## config.mk

```make
export PLATFORM = sky130hd
export DESIGN_NAME = accum_ctrl
export DESIGN_NICKNAME = d
export VERILOG_FILES = /design/src/rtl/mvm_pkg.sv /design/src/rtl/mod_counter.sv /design/src/rtl/accum_ctrl.sv
export SDC_FILE = /design/constraint.sdc
export NUM_CORES = 1
export LEC_CHECK = 0
export ABC_AREA = 1
export CORE_UTILIZATION = 55
export CTS_BUF_LIST = sky130_fd_sc_hd__clkbuf_4
export DETAILED_ROUTE_END_ITERATION = 8
export GPL_TIMING_DRIVEN = 0
export PLACE_DENSITY = 0.79
export REMOVE_ABC_BUFFERS = 1
export SYNTH_ARGS = -nofsm -noshare
export SYNTH_HDL_FRONTEND = slang
export SYNTH_HIERARCHICAL = 1
export SYNTH_SLANG_ARGS = --single-unit
```

## constraint.sdc

```tcl
create_clock -name clk -period 6.75 [get_ports clk]
set_input_delay 1.0125 -clock clk [delete_from_list [all_inputs] [get_ports clk]]
set_output_delay 1.0125 -clock clk [all_outputs]
set_load 0.01 [all_outputs]
```

## src/rtl/mvm_pkg.sv

```systemverilog
// Shared definitions for the MVM datapath control blocks.
// Holds the accumulator-lane sequencer state encoding and default field widths.
package mvm_pkg;

    localparam int ROWW_DEF    = 8;
    localparam int CHUNKW_DEF  = 8;
    localparam int ACC_LAT_DEF = 2;

    typedef enum logic [1:0] {
        IDLE  = 2'd0,
        RUN   = 2'd1,
        DRAIN = 2'd2,
        DONE  = 2'd3
    } accum_ctrl_state_t;

endpackage

```

## src/rtl/mod_counter.sv

```systemverilog
// Modulo counter: counts inc pulses from 0 to limit, then wraps to 0.
// wrap is combinational and flags the increment that takes count from limit back to 0.
module mod_counter #(
    parameter int W = 8
) (
    input  logic         clk,
    input  logic         rst,
    input  logic         inc,
    input  logic         clr,
    input  logic [W-1:0] limit,
    output logic [W-1:0] count,
    output logic         wrap
);

    localparam logic [W-1:0] ONE = {{(W-1){1'b0}}, 1'b1};

    logic [W-1:0] count_r;

    assign wrap  = inc & (count_r == limit);
    assign count = count_r;

    // count register; clr has priority over inc
    always_ff @(posedge clk) begin
        if (rst) begin
            count_r <= {W{1'b0}};
        end else if (clr) begin
            count_r <= {W{1'b0}};
        end else if (inc) begin
            count_r <= wrap ? {W{1'b0}} : (count_r + ONE);
        end else begin
            count_r <= count_r;
        end
    end

endmodule

```

## src/rtl/accum_ctrl.sv

```systemverilog
// Sequencer for one accumulator lane: tags incoming partial-sum beats with first/last,
// counts returned row results and pulses done once every row of the job has come back.
module accum_ctrl
    import mvm_pkg::*;
#(
    parameter int ROWW    = ROWW_DEF,
    parameter int CHUNKW  = CHUNKW_DEF,
    parameter int ACC_LAT = ACC_LAT_DEF
) (
    input  logic              clk,
    input  logic              rst,
    input  logic              start,
    input  logic [ROWW-1:0]   cfg_rows,
    input  logic [CHUNKW-1:0] cfg_chunks,
    input  logic              dp_valid,
    output logic              dp_ready,
    output logic              acc_ivalid,
    output logic              acc_first,
    output logic              acc_last,
    input  logic              acc_ovalid,
    output logic [ROWW-1:0]   res_row,
    output logic              busy,
    output logic              done
);

    // Completion is decided purely by counting returns, but a result must trail its last beat.
    if (ACC_LAT < 1) begin : g_acc_lat_check
        $error("accum_ctrl: ACC_LAT must be at least 1");
    end

    accum_ctrl_state_t state_r, state_s;

    logic [ROWW-1:0]   rows_r;
    logic [CHUNKW-1:0] chunks_r;
    logic [ROWW-1:0]   ret_cnt_r;

    logic [CHUNKW-1:0] chunk_cnt_s, chunk_lim_s;
    logic [ROWW-1:0]   row_cnt_s, row_lim_s;
    logic              chunk_wrap_s, row_wrap_s, job_last_s;
    logic              cnt_clr_s, start_ok_s, ret_inc_s;
    logic [ROWW:0]     ret_next_s;

    assign dp_ready   = (state_r == RUN);
    assign busy       = (state_r == RUN) | (state_r == DRAIN);
    assign done       = (state_r == DONE);
    assign res_row    = ret_cnt_r;

    assign acc_ivalid = dp_valid & dp_ready;
    assign acc_first  = acc_ivalid & (chunk_cnt_s == {CHUNKW{1'b0}});
    assign acc_last   = chunk_wrap_s;

    assign chunk_lim_s = chunks_r - {{(CHUNKW-1){1'b0}}, 1'b1};
    assign row_lim_s   = rows_r - {{(ROWW-1){1'b0}}, 1'b1};
    assign cnt_clr_s   = (state_r == IDLE);
    assign start_ok_s  = (cfg_rows != {ROWW{1'b0}}) & (cfg_chunks != {CHUNKW{1'b0}});
    assign job_last_s  = row_wrap_s & (row_cnt_s == row_lim_s);

    assign ret_inc_s  = acc_ovalid & busy;
    assign ret_next_s = {1'b0, ret_cnt_r} + {{ROWW{1'b0}}, ret_inc_s};

    mod_counter #(.W(CHUNKW)) u_chunk_cnt (
        .clk   (clk),
        .rst   (rst),
        .inc   (acc_ivalid),
        .clr   (cnt_clr_s),
        .limit (chunk_lim_s),
        .count (chunk_cnt_s),
        .wrap  (chunk_wrap_s)
    );

    mod_counter #(.W(ROWW)) u_row_cnt (
        .clk   (clk),
        .rst   (rst),
        .inc   (chunk_wrap_s),
        .clr   (cnt_clr_s),
        .limit (row_lim_s),
        .count (row_cnt_s),
        .wrap  (row_wrap_s)
    );

    // state register
    always_ff @(posedge clk) begin
        if (rst) begin
            state_r <= IDLE;
        end else begin
            state_r <= state_s;
        end
    end

    // job configuration, captured only when IDLE accepts a start
    always_ff @(posedge clk) begin
        if (rst) begin
            rows_r   <= {ROWW{1'b0}};
            chunks_r <= {CHUNKW{1'b0}};
        end else if ((state_r == IDLE) && start) begin
            rows_r   <= cfg_rows;
            chunks_r <= cfg_chunks;
        end else begin
            rows_r   <= rows_r;
            chunks_r <= chunks_r;
        end
    end

    // returned-result counter, reused as the row index of the current result
    always_ff @(posedge clk) begin
        if (rst) begin
            ret_cnt_r <= {ROWW{1'b0}};
        end else if (state_r == IDLE) begin
            ret_cnt_r <= {ROWW{1'b0}};
        end else if (ret_inc_s) begin
            ret_cnt_r <= ret_next_s[ROWW-1:0];
        end else begin
            ret_cnt_r <= ret_cnt_r;
        end
    end

    // next-state logic; DRAIN looks at the post-increment count so done follows the final return by one cycle
    always_comb begin
        state_s = state_r;
        case (state_r)
            IDLE: begin
                if (start) begin
                    state_s = start_ok_s ? RUN : DONE;
                end else begin
                    state_s = IDLE;
                end
            end
            RUN: begin
                if (job_last_s) begin
                    state_s = DRAIN;
                end else begin
                    state_s = RUN;
                end
            end
            DRAIN: begin
                if (ret_next_s == {1'b0, rows_r}) begin
                    state_s = DONE;
                end else begin
                    state_s = DRAIN;
                end
            end
            DONE:    state_s = IDLE;
            default: state_s = IDLE;
        endcase
    end

endmodule
```

==> flow_summary.ini, run 1 <==
[logic_synthesis]
async_reset_ff_frac = 0
synth_enable_flop_cells = 0
synth_cell_type_count = 34
synth_seq_cells = 42
synth-seq-area-share = 0.278
yosys_warnings = 6
synth-main-ff-cell = dfxtp_1
synth_top_area_cell = dfxtp_1
synth_area_um2 = 3030
synth.avg_cell_area_um2 = 6.18
yosysMostFrequentCell = nand2_1
ys_top_cells_by_area = dfxtp_1 (28%), nand2_1 (16%), inv_1 (8.1%)
synth_commonest_cells = nand2_1 (133), inv_1 (65), nor2_1 (44), dfxtp_1 (42), nand3_1 (42)
synthCells = 490
synth_top_area_frac = 0.278

[clocking]
hold_buffers = 0
clockBufferDepth = 2
htree_levels = 2
cts.sinks = 42
cts_setup_buffers = 0
clkLatencyLatePin_ns = 0.38
cts_tree = done
clkTransAtPathRegs_ns = 0.15
cts_made_buffers = 5
ctsResizeCount = 0
root_buffer = clkbuf_4

[layout]
layout.nets = 557
layout-drive-gt1-share = 0.0873
area_delta_synth_final_pct = 15.5
fin_cells = 597
fillers = 487
antenna_cells = 0
final_cell_area_um2 = 3500

[worst_setup_path]
path_max_fanout = 6
r2r-start = chunks_r[0]$_SDFFE_PP0P_
critical-path-top-delay-family = simple AND/OR/NAND/NOR gates
crit_chain = inv_1 > nand2_1 > or3_1 > nor3_1 > xor2_1 > inv_1 > nand2_1 > nand4_1 > nor4_1 > clkdlybuf4s50_1
critPathLaunchType = flop
critical_path_arrival_ns = 3.69
worstSetupPathType = reg -> out
cp-end-kind = output port
cpMaxStageDelayCell = nor4_1
crit_start = chunks_r[0]$_SDFFE_PP0P_
max_stage_delay_ns = 0.92
crit_buf_inv = 3
required_ns = 5.74

[placed_design]
io_buffers = 34
dpl_worst_slack_ns = 2.32
dpl_cell_area_um2 = 3440
dp_hpwl_um = 5620
dp.cells = 589
gp_congestion = 0.909

[detailed_routing]
ant_nets = 0
vias = 3137
routed_wl_um = 7240
wl_per_cell_um = 12.1
vias_per_cell = 5.25
dr.pass1.iters = 4
drt_iter0_drc = 121
drc = 0

[timing]
setup_viol = 0
tns_ns = 0
finalClockSkew_ns = 0.0307
final-max-slew-violation-count = 0
relSlewSlack = 0.235
fin_ws_ns = 2.05
rsz0062_at_grt = no
clock.fmax_mhz = 213
fin_crit_ns = 4.70
min_period_over_period = 0.696
hold_viol_final = 0
worst_pin_slew_ns = 1.14

[floorplanning]
die-area_um2 = 5810
rows = 26
die_w_um = 76.2
start_util = 0.582
die_y_um = 76.2
ios = 35
core-area_um2 = 5200

[global_routing]
grt_pass1_vias = 2863
grt_start_max_net_pins = 27
antenna_found_initial = 0
grt_overflow = 0
grt_pass1_wl_um = 12200
grt_usage = 0.260

[pwr]
max-vdd-ir-drop_mv = 0.0974
power_density_nw_per_um2 = 161
power_leakage_nw = 1.53
power_mw = 0.564

[status]
status = completed

[worst_hold_path]
hold_class = reg -> reg
min_from = chunks_r[1]$_SDFFE_PP0P_

[run]
drv_cap = 0
[area by class of cell]
type / instances / area, um2 / share of cell area
timing repair buffer: 34 / 340 / 0.0972
tap: 70 / 87.6 / 0.0250
sequential: 42 / 841 / 0.240
inverter: 73 / 274 / 0.0783
clock inverter: 3 / 23.8 / 0.00679
clock buffer: 5 / 37.5 / 0.0107
multi-input combinational: 370 / 1900 / 0.542
[through the flow]
stage                      util  hold WS [ns]
final                     0.672         0.492
after global routing      0.672         0.525
after CTS                 0.672         0.492
after detailed placement  0.661         0.473
after global placement    0.661         0.470
after floorplan               -         0.448
[state kept, by name (all words and copies together) (netlist names)]
| register | flops |
|---|---|
| u_chunk_cnt/count | 8 |
| state_r | 2 |
| chunks_r | 8 |
| res_row | 8 |
| rows_r | 8 |
| u_row_cnt/count | 8 |
[cells in the final DEF, fill, tap and decap left out, drive strengths merged]
| master | n |
|---|---|
| a22oi | 1 |
| a21oi | 25 |
| o211ai | 2 |
| o21ai | 32 |
| o21bai | 2 |
| clkinvlp | 2 |
| nand3 | 45 |
| and2 | 2 |
| xor2 | 6 |
| and3 | 1 |
| nand4 | 14 |
| nand3b | 1 |
| dfxtp | 42 |
| xnor2 | 6 |
| clkbuf | 5 |
| ha | 10 |
| a31oi | 2 |
| inv | 74 |
| or2 | 4 |
| or3 | 1 |
| nor4 | 8 |
| clkdlybuf4s50 | 34 |
| nand2 | 140 |
| nor3 | 10 |
| nor2 | 58 |
[cell families after synthesis]
group | after synthesis | synth area share
AND/OR/NAND/NOR | 284 | 0.435
buffers and inverters | 78 | 0.0967
AO/OA/AOI/OAI | 64 | 0.114
flip-flops | 42 | 0.278
XOR/XNOR | 12 | 0.0347
adder cells (fa/ha/maj) | 10 | 0.0413
[worst reg2reg max path, delay by kind of cell, from the launching register on]
kind	cells	cell delay [ns]
xor+xnor	1	0.28
buf+inv	2	0.21
flops	1	0.33
simple gates	19	3.07
[routing by layer]
layer / global-route usage / vias to the layer above / routed length (um)
li1: - / 1661 / -
met1: 0.325 / 1393 / 3320
met2: 0.450 / 73 / 3430
met3: 0.0419 / 10 / 378
met4: 0.0904 / 0 / 111
met5: 0 / - / 0
[worst paths after layout]
kind	to	depth (start not counted)	slack, ns
worst min-delay path	chunks_r[1]$_SDFFE_PP0P_	2	0.49
worst max register to register	state_r[0]$_SDFF_PP0_	22	2.78
worst max-delay path	acc_last	10	2.05
worst min register to register	chunks_r[1]$_SDFFE_PP0P_	2	0.49
[report_power, final]
group	total [mW]	switching, mW	internal (mW)
clock	0.137	0.0952	0.0417
combinational	0.159	0.0972	0.0622
sequential	0.268	0.0107	0.257
Note: power is estimated with default switching activity, not from simulation.
==> run 2, diff against run 1 <==
==> constraint.sdc (replaced) <==
create_clock -name clk -period 4.6 [get_ports clk]
set_input_delay 0.69 -clock clk [delete_from_list [all_inputs] [get_ports clk]]
set_output_delay 0.69 -clock clk [all_outputs]
set_load 0.01 [all_outputs]
==> run 2 against run 1 <==
Against the previous run:
- global-route usage stayed put
- critical path depth stayed put
- count of clock-buffer cells in the layout stayed put
- largest power group unchanged
==> flow_summary.ini, run 2 (synthesis gave the netlist of run 1 again) <==
[status]
status = completed

[timing]
fin_crit_ns = 4.04
rsz0062_at_grt = no
min_period_over_period = 0.879
hold_viol_final = 0
worst_pin_slew_ns = 0.727
clock.fmax_mhz = 247
finalClockSkew_ns = 0.0320
tns_ns = 0
final-max-slew-violation-count = 0
fin_ws_ns = 0.559
setup_viol = 0
relSlewSlack = 0.514

[global_routing]
antenna_found_initial = 0
grt_start_max_net_pins = 27
grt_pass1_vias = 2863
grt_pass1_wl_um = 12200
grt_overflow = 0
grt_usage = 0.260

[detailed_routing]
drc = 0
vias_per_cell = 5.24
vias = 3131
wl_per_cell_um = 12.1
drt_iter0_drc = 144
dr.pass1.iters = 4
ant_nets = 0
routed_wl_um = 7250

[layout]
mostFrequentLayoutCell = nand2_1
final_cell_area_um2 = 3510
area_delta_synth_final_pct = 15.7
layout.nets = 557
layout_common_cells = nand2_1 (133), inv_1 (65), nor2_1 (44)
fillers = 486
layout-drive-gt1-share = 0.0892
antenna_cells = 0

[placed_design]
dp_hpwl_um = 5620
dpl_worst_slack_ns = 0.658
gp_congestion = 0.909
dpl_cell_area_um2 = 3440
io_buffers = 34

[pwr]
max-vdd-ir-drop_mv = 0.143
power_density_nw_per_um2 = 237
power_leakage_nw = 1.53

[floorplanning]
start_util = 0.582
die_w_um = 76.2
die-area_um2 = 5810
die_y_um = 76.2
rows = 26
ios = 35
core-area_um2 = 5200

[worst_hold_path]
hold_class = reg -> reg

[worst_setup_path]
critical_path_arrival_ns = 3.35
critPathLaunchType = flop
reg2reg_slack_ns = 0.95
path_max_fanout = 6
worstSetupPathType = reg -> out
required_ns = 3.91
cp-end-kind = output port

[clocking]
cts.sinks = 42
cts_made_buffers = 5
hold_buffers = 0
htree_levels = 2
cts_tree = done
root_buffer = clkbuf_4
clockBufferDepth = 2
clkTransAtPathRegs_ns = 0.15
clkLatencyLatePin_ns = 0.38

[run]
drv_cap = 0
[run 2: power breakdown]
part           switching, mW  leakage, nW  total, mW  internal, mW
Sequential            0.0158        0.343      0.393         0.377
Combinational          0.144         1.16      0.236        0.0914
Clock                  0.140       0.0278      0.201        0.0613
Total                  0.299         1.53      0.830         0.530
[run 2: per-stage QoR]
| step | util | total power, mW | hold WS, ns | std cells |
|---|---|---|---|---|
| 2_1_floorplan | - | 0.566 | 0.448 | 485 |
| 3_3_place_gp | 0.661 | 0.624 | 0.470 | 589 |
| 3_5_place_dp | 0.661 | 0.631 | 0.473 | 589 |
| 4_1_cts | 0.672 | 0.830 | 0.492 | 597 |
| 5_1_grt | 0.674 | 0.887 | 0.525 | 597 |
| 6_report | 0.674 | 0.830 | 0.492 | 597 |
[run 2: final cells by class]
cell class                      count  area [um2]  area share
Clock inverter                      3        23.8     0.00678
Clock buffer                        5        37.5      0.0107
Timing Repair Buffer               34         340      0.0971
Inverter                           73         274      0.0782
Multi-Input combinational cell    370        1900       0.542
Tap cell                           70        87.6      0.0250
Sequential cell                    42         841       0.240
[run 2: worst paths after layout]
path | start | depth (start not counted) | endpoint
hold / removal | chunks_r[1]$_SDFFE_PP0P_ | 2 | chunks_r[1]$_SDFFE_PP0P_
setup / recovery | chunks_r[0]$_SDFFE_PP0P_ | 10 | acc_last
setup reg to reg | chunks_r[0]$_SDFFE_PP0P_ | 22 | state_r[0]$_SDFF_PP0_
hold reg to reg | chunks_r[1]$_SDFFE_PP0P_ | 2 | chunks_r[1]$_SDFFE_PP0P_
[run 2: critical path: stages, from the launching register on]
cell	delay, ns
dfxtp_1	0.33
inv_1	0.14
nand2_1	0.10
or3_1	0.35
nor3_1	0.22
xor2_1	0.28
inv_1	0.07
nand2_1	0.10
nand4_1	0.10
nor4_2	0.61
clkdlybuf4s50_1	0.66
[run 2: repair_timing]
action,CTS,global route
buffers inserted,0,0
endpoints found under the setup margin,0,1
gates resized for setup,0,1
[run 2: routing by layer]
layer,vias to the layer above,global-route usage,part of all wire
met1,1395,0.325,0.47
met4,0,0.0904,0.015
li1,1661,-,-
met2,65,0.450,0.48
met3,10,0.0419,0.044
met5,-,0,0
==> run 3, diff against run 2 <==
--- a/config.mk
+++ b/config.mk
@@ -9,10 +9,8 @@
 export CORE_UTILIZATION = 55
 export CTS_BUF_LIST = sky130_fd_sc_hd__clkbuf_4
 export DETAILED_ROUTE_END_ITERATION = 8
-export GPL_TIMING_DRIVEN = 0
 export PLACE_DENSITY = 0.79
 export REMOVE_ABC_BUFFERS = 1
 export SYNTH_ARGS = -nofsm -noshare
 export SYNTH_HDL_FRONTEND = slang
-export SYNTH_HIERARCHICAL = 1
 export SYNTH_SLANG_ARGS = --single-unit
==> run 3 against run 2 <==
Against the previous run:
- wire length fell by 13%
- final cell count fell by 12%
- global-route usage down 0.51 points
- via count is 12% lower
- flip-flop and latch count unchanged
- synthesized cell count decreased by 14%
- critical path depth did not move
- largest power group unchanged
==> flow_summary.ini, run 3 <==
[status]
status = completed

[detailed_routing]
drt_iter0_drc = 145
drc = 0
vias_per_cell = 5.25
wl_per_cell_um = 12.1
routed_wl_um = 6340
ant_nets = 0
vias = 2748
dr.pass1.iters = 6

[logic_synthesis]
synth_seq_cells = 42
synth_area_um2 = 2760
synth.avg_cell_area_um2 = 6.58
synth-main-ff-cell = dfxtp_1
ys_top_cells_by_area = dfxtp_1 (30%), nand2_1 (12%), nor2_1 (7.1%)
synth-seq-area-share = 0.304
synthCells = 420
synth_cell_type_count = 34
synth_top_area_frac = 0.304
yosys_warnings = 0
synth_enable_flop_cells = 0
async_reset_ff_frac = 0
yosysMostFrequentCell = nand2_1
synth_top_area_cell = dfxtp_1
synth_commonest_cells = nand2_1 (86), nor2_1 (52), inv_1 (50), dfxtp_1 (42), nand3_1 (33)

[clocking]
clkLatencyLatePin_ns = 0.37
cts_tree = done
clkTransAtPathRegs_ns = 0.13
ctsResizeCount = 0
cts_setup_buffers = 0
cts.sinks = 42
root_buffer = clkbuf_4
cts_made_buffers = 5
hold_buffers = 0
clockBufferDepth = 2
htree_levels = 2

[worst_setup_path]
cp-end-kind = output port
critical_path_arrival_ns = 2.74
path_max_fanout = 10
reg2reg_slack_ns = 2.05
timing.rr.end = state_r[0]$_SDFF_PP0_
required_ns = 3.91
critPathLaunchType = input port
reg2reg_depth = 14
r2r-start = state_r[0]$_SDFF_PP0_
crit_start = dp_valid
worstSetupPathType = in -> out
crit_end = acc_last

[timing]
hold_viol_final = 0
min_period_over_period = 0.745
clock.fmax_mhz = 292
fin_crit_ns = 3.43
final-max-slew-violation-count = 0
setup_viol = 0
finalClockSkew_ns = 0.0112
relSlewSlack = 0.481
tns_ns = 0
rsz0062_at_grt = no
worst_pin_slew_ns = 0.776

[pwr]
power_density_nw_per_um2 = 256
power_leakage_nw = 1.38
max-vdd-ir-drop_mv = 0.154
power_mw = 0.833

[floorplanning]
core-area_um2 = 4790
die-area_um2 = 5310
rows = 25
die_w_um = 72.9
ios = 35
start_util = 0.578
die_y_um = 72.9

[layout]
layout.nets = 488
layout-drive-gt1-share = 0.0614
area_delta_synth_final_pct = 17.6
mostFrequentLayoutCell = nand2_1
antenna_cells = 0
layout_common_cells = nand2_1 (86), nor2_1 (52), inv_1 (50)

[run]
drv_cap = 0

[global_routing]
grt_pass1_vias = 2427
grt_start_max_net_pins = 30
grt_usage = 0.255
antenna_found_initial = 0
grt_pass1_wl_um = 10500
grt_overflow = 0

[placed_design]
dp_hpwl_um = 4960
io_buffers = 34
gp_congestion = 0.882

[worst_hold_path]
hold_class = reg -> reg
min_from = chunks_r[1]$_SDFFE_PP0P_
run 3: worst min-delay path by stage:
stage / slack (ns) / to / cells after the start
4_1_cts: 0.52 / chunks_r[1]$_SDFFE_PP0P_ / 2
5_1_grt: 0.55 / u_row_cnt.count[3]$_SDFFE_PP0N_ / 2
6_report: 0.52 / chunks_r[1]$_SDFFE_PP0P_ / 2
3_3_place_gp: 0.50 / chunks_r[1]$_SDFFE_PP0P_ / 2
3_5_place_dp: 0.50 / chunks_r[1]$_SDFFE_PP0P_ / 2
2_1_floorplan: 0.47 / chunks_r[1]$_SDFFE_PP0P_ / 2
run 3: logic make-up after synthesis:
group,after synthesis,share of synthesized area
compound gates,65,0.128
xor+xnor,26,0.0824
buf+inv,60,0.0819
fa+ha+maj,12,0.0543
simple gates,215,0.349
flops,42,0.304
run 3: area by class of cell:
| type | count | area [um2] |
|---|---|---|
| timing repair buffer | 35 | 348 |
| inverter | 53 | 199 |
| clock buffer | 6 | 45.0 |
| tap | 67 | 83.8 |
| sequential | 42 | 841 |
| clock inverter | 2 | 37.5 |
| multi-input combinational | 318 | 1700 |
| fill | 432 | 1540 |
run 3: layer usage:
| layer | GRT usage | share of wire | wire length (um) | vias to the layer above |
|---|---|---|---|---|
| met1 | 0.344 | 0.51 | 3210 | 1216 |
| met3 | 0.0428 | 0.045 | 284 | 10 |
| li1 | - | - | - | 1446 |
| met2 | 0.415 | 0.43 | 2740 | 76 |
| met5 | 0 | 0 | 0 | - |
| met4 | 0.0806 | 0.016 | 102 | 0 |
run 3: where the power goes:
part / switching [mW] / internal [mW]
registers: 0.0149 / 0.377
clock network: 0.132 / 0.121
logic: 0.111 / 0.0778
run 3: per-stage QoR:
stage               cell area (um2)  setup WS [ns]  std cells   util  hold WS [ns]
finish                         3250           1.17        523  0.679         0.517
global route                   3250           1.08        523  0.679         0.549
CTS                            3250           1.19        523  0.679         0.516
detailed placement             3170           1.21        515  0.662         0.496
global placement               3170           1.28        515  0.662         0.495
floorplan                      2740           2.29        413      -         0.468
run 3: critical path, cell delays in order:
cell and delay (ns):
clkdlybuf4s50_1 0.46, nand2_1 0.18, inv_1 0.20, nand3_1 0.08, nor2_1 0.13, nand2_1 0.08
nor2_2 0.12, nand2_4 0.13, inv_2 0.11, clkdlybuf4s50_1 0.54
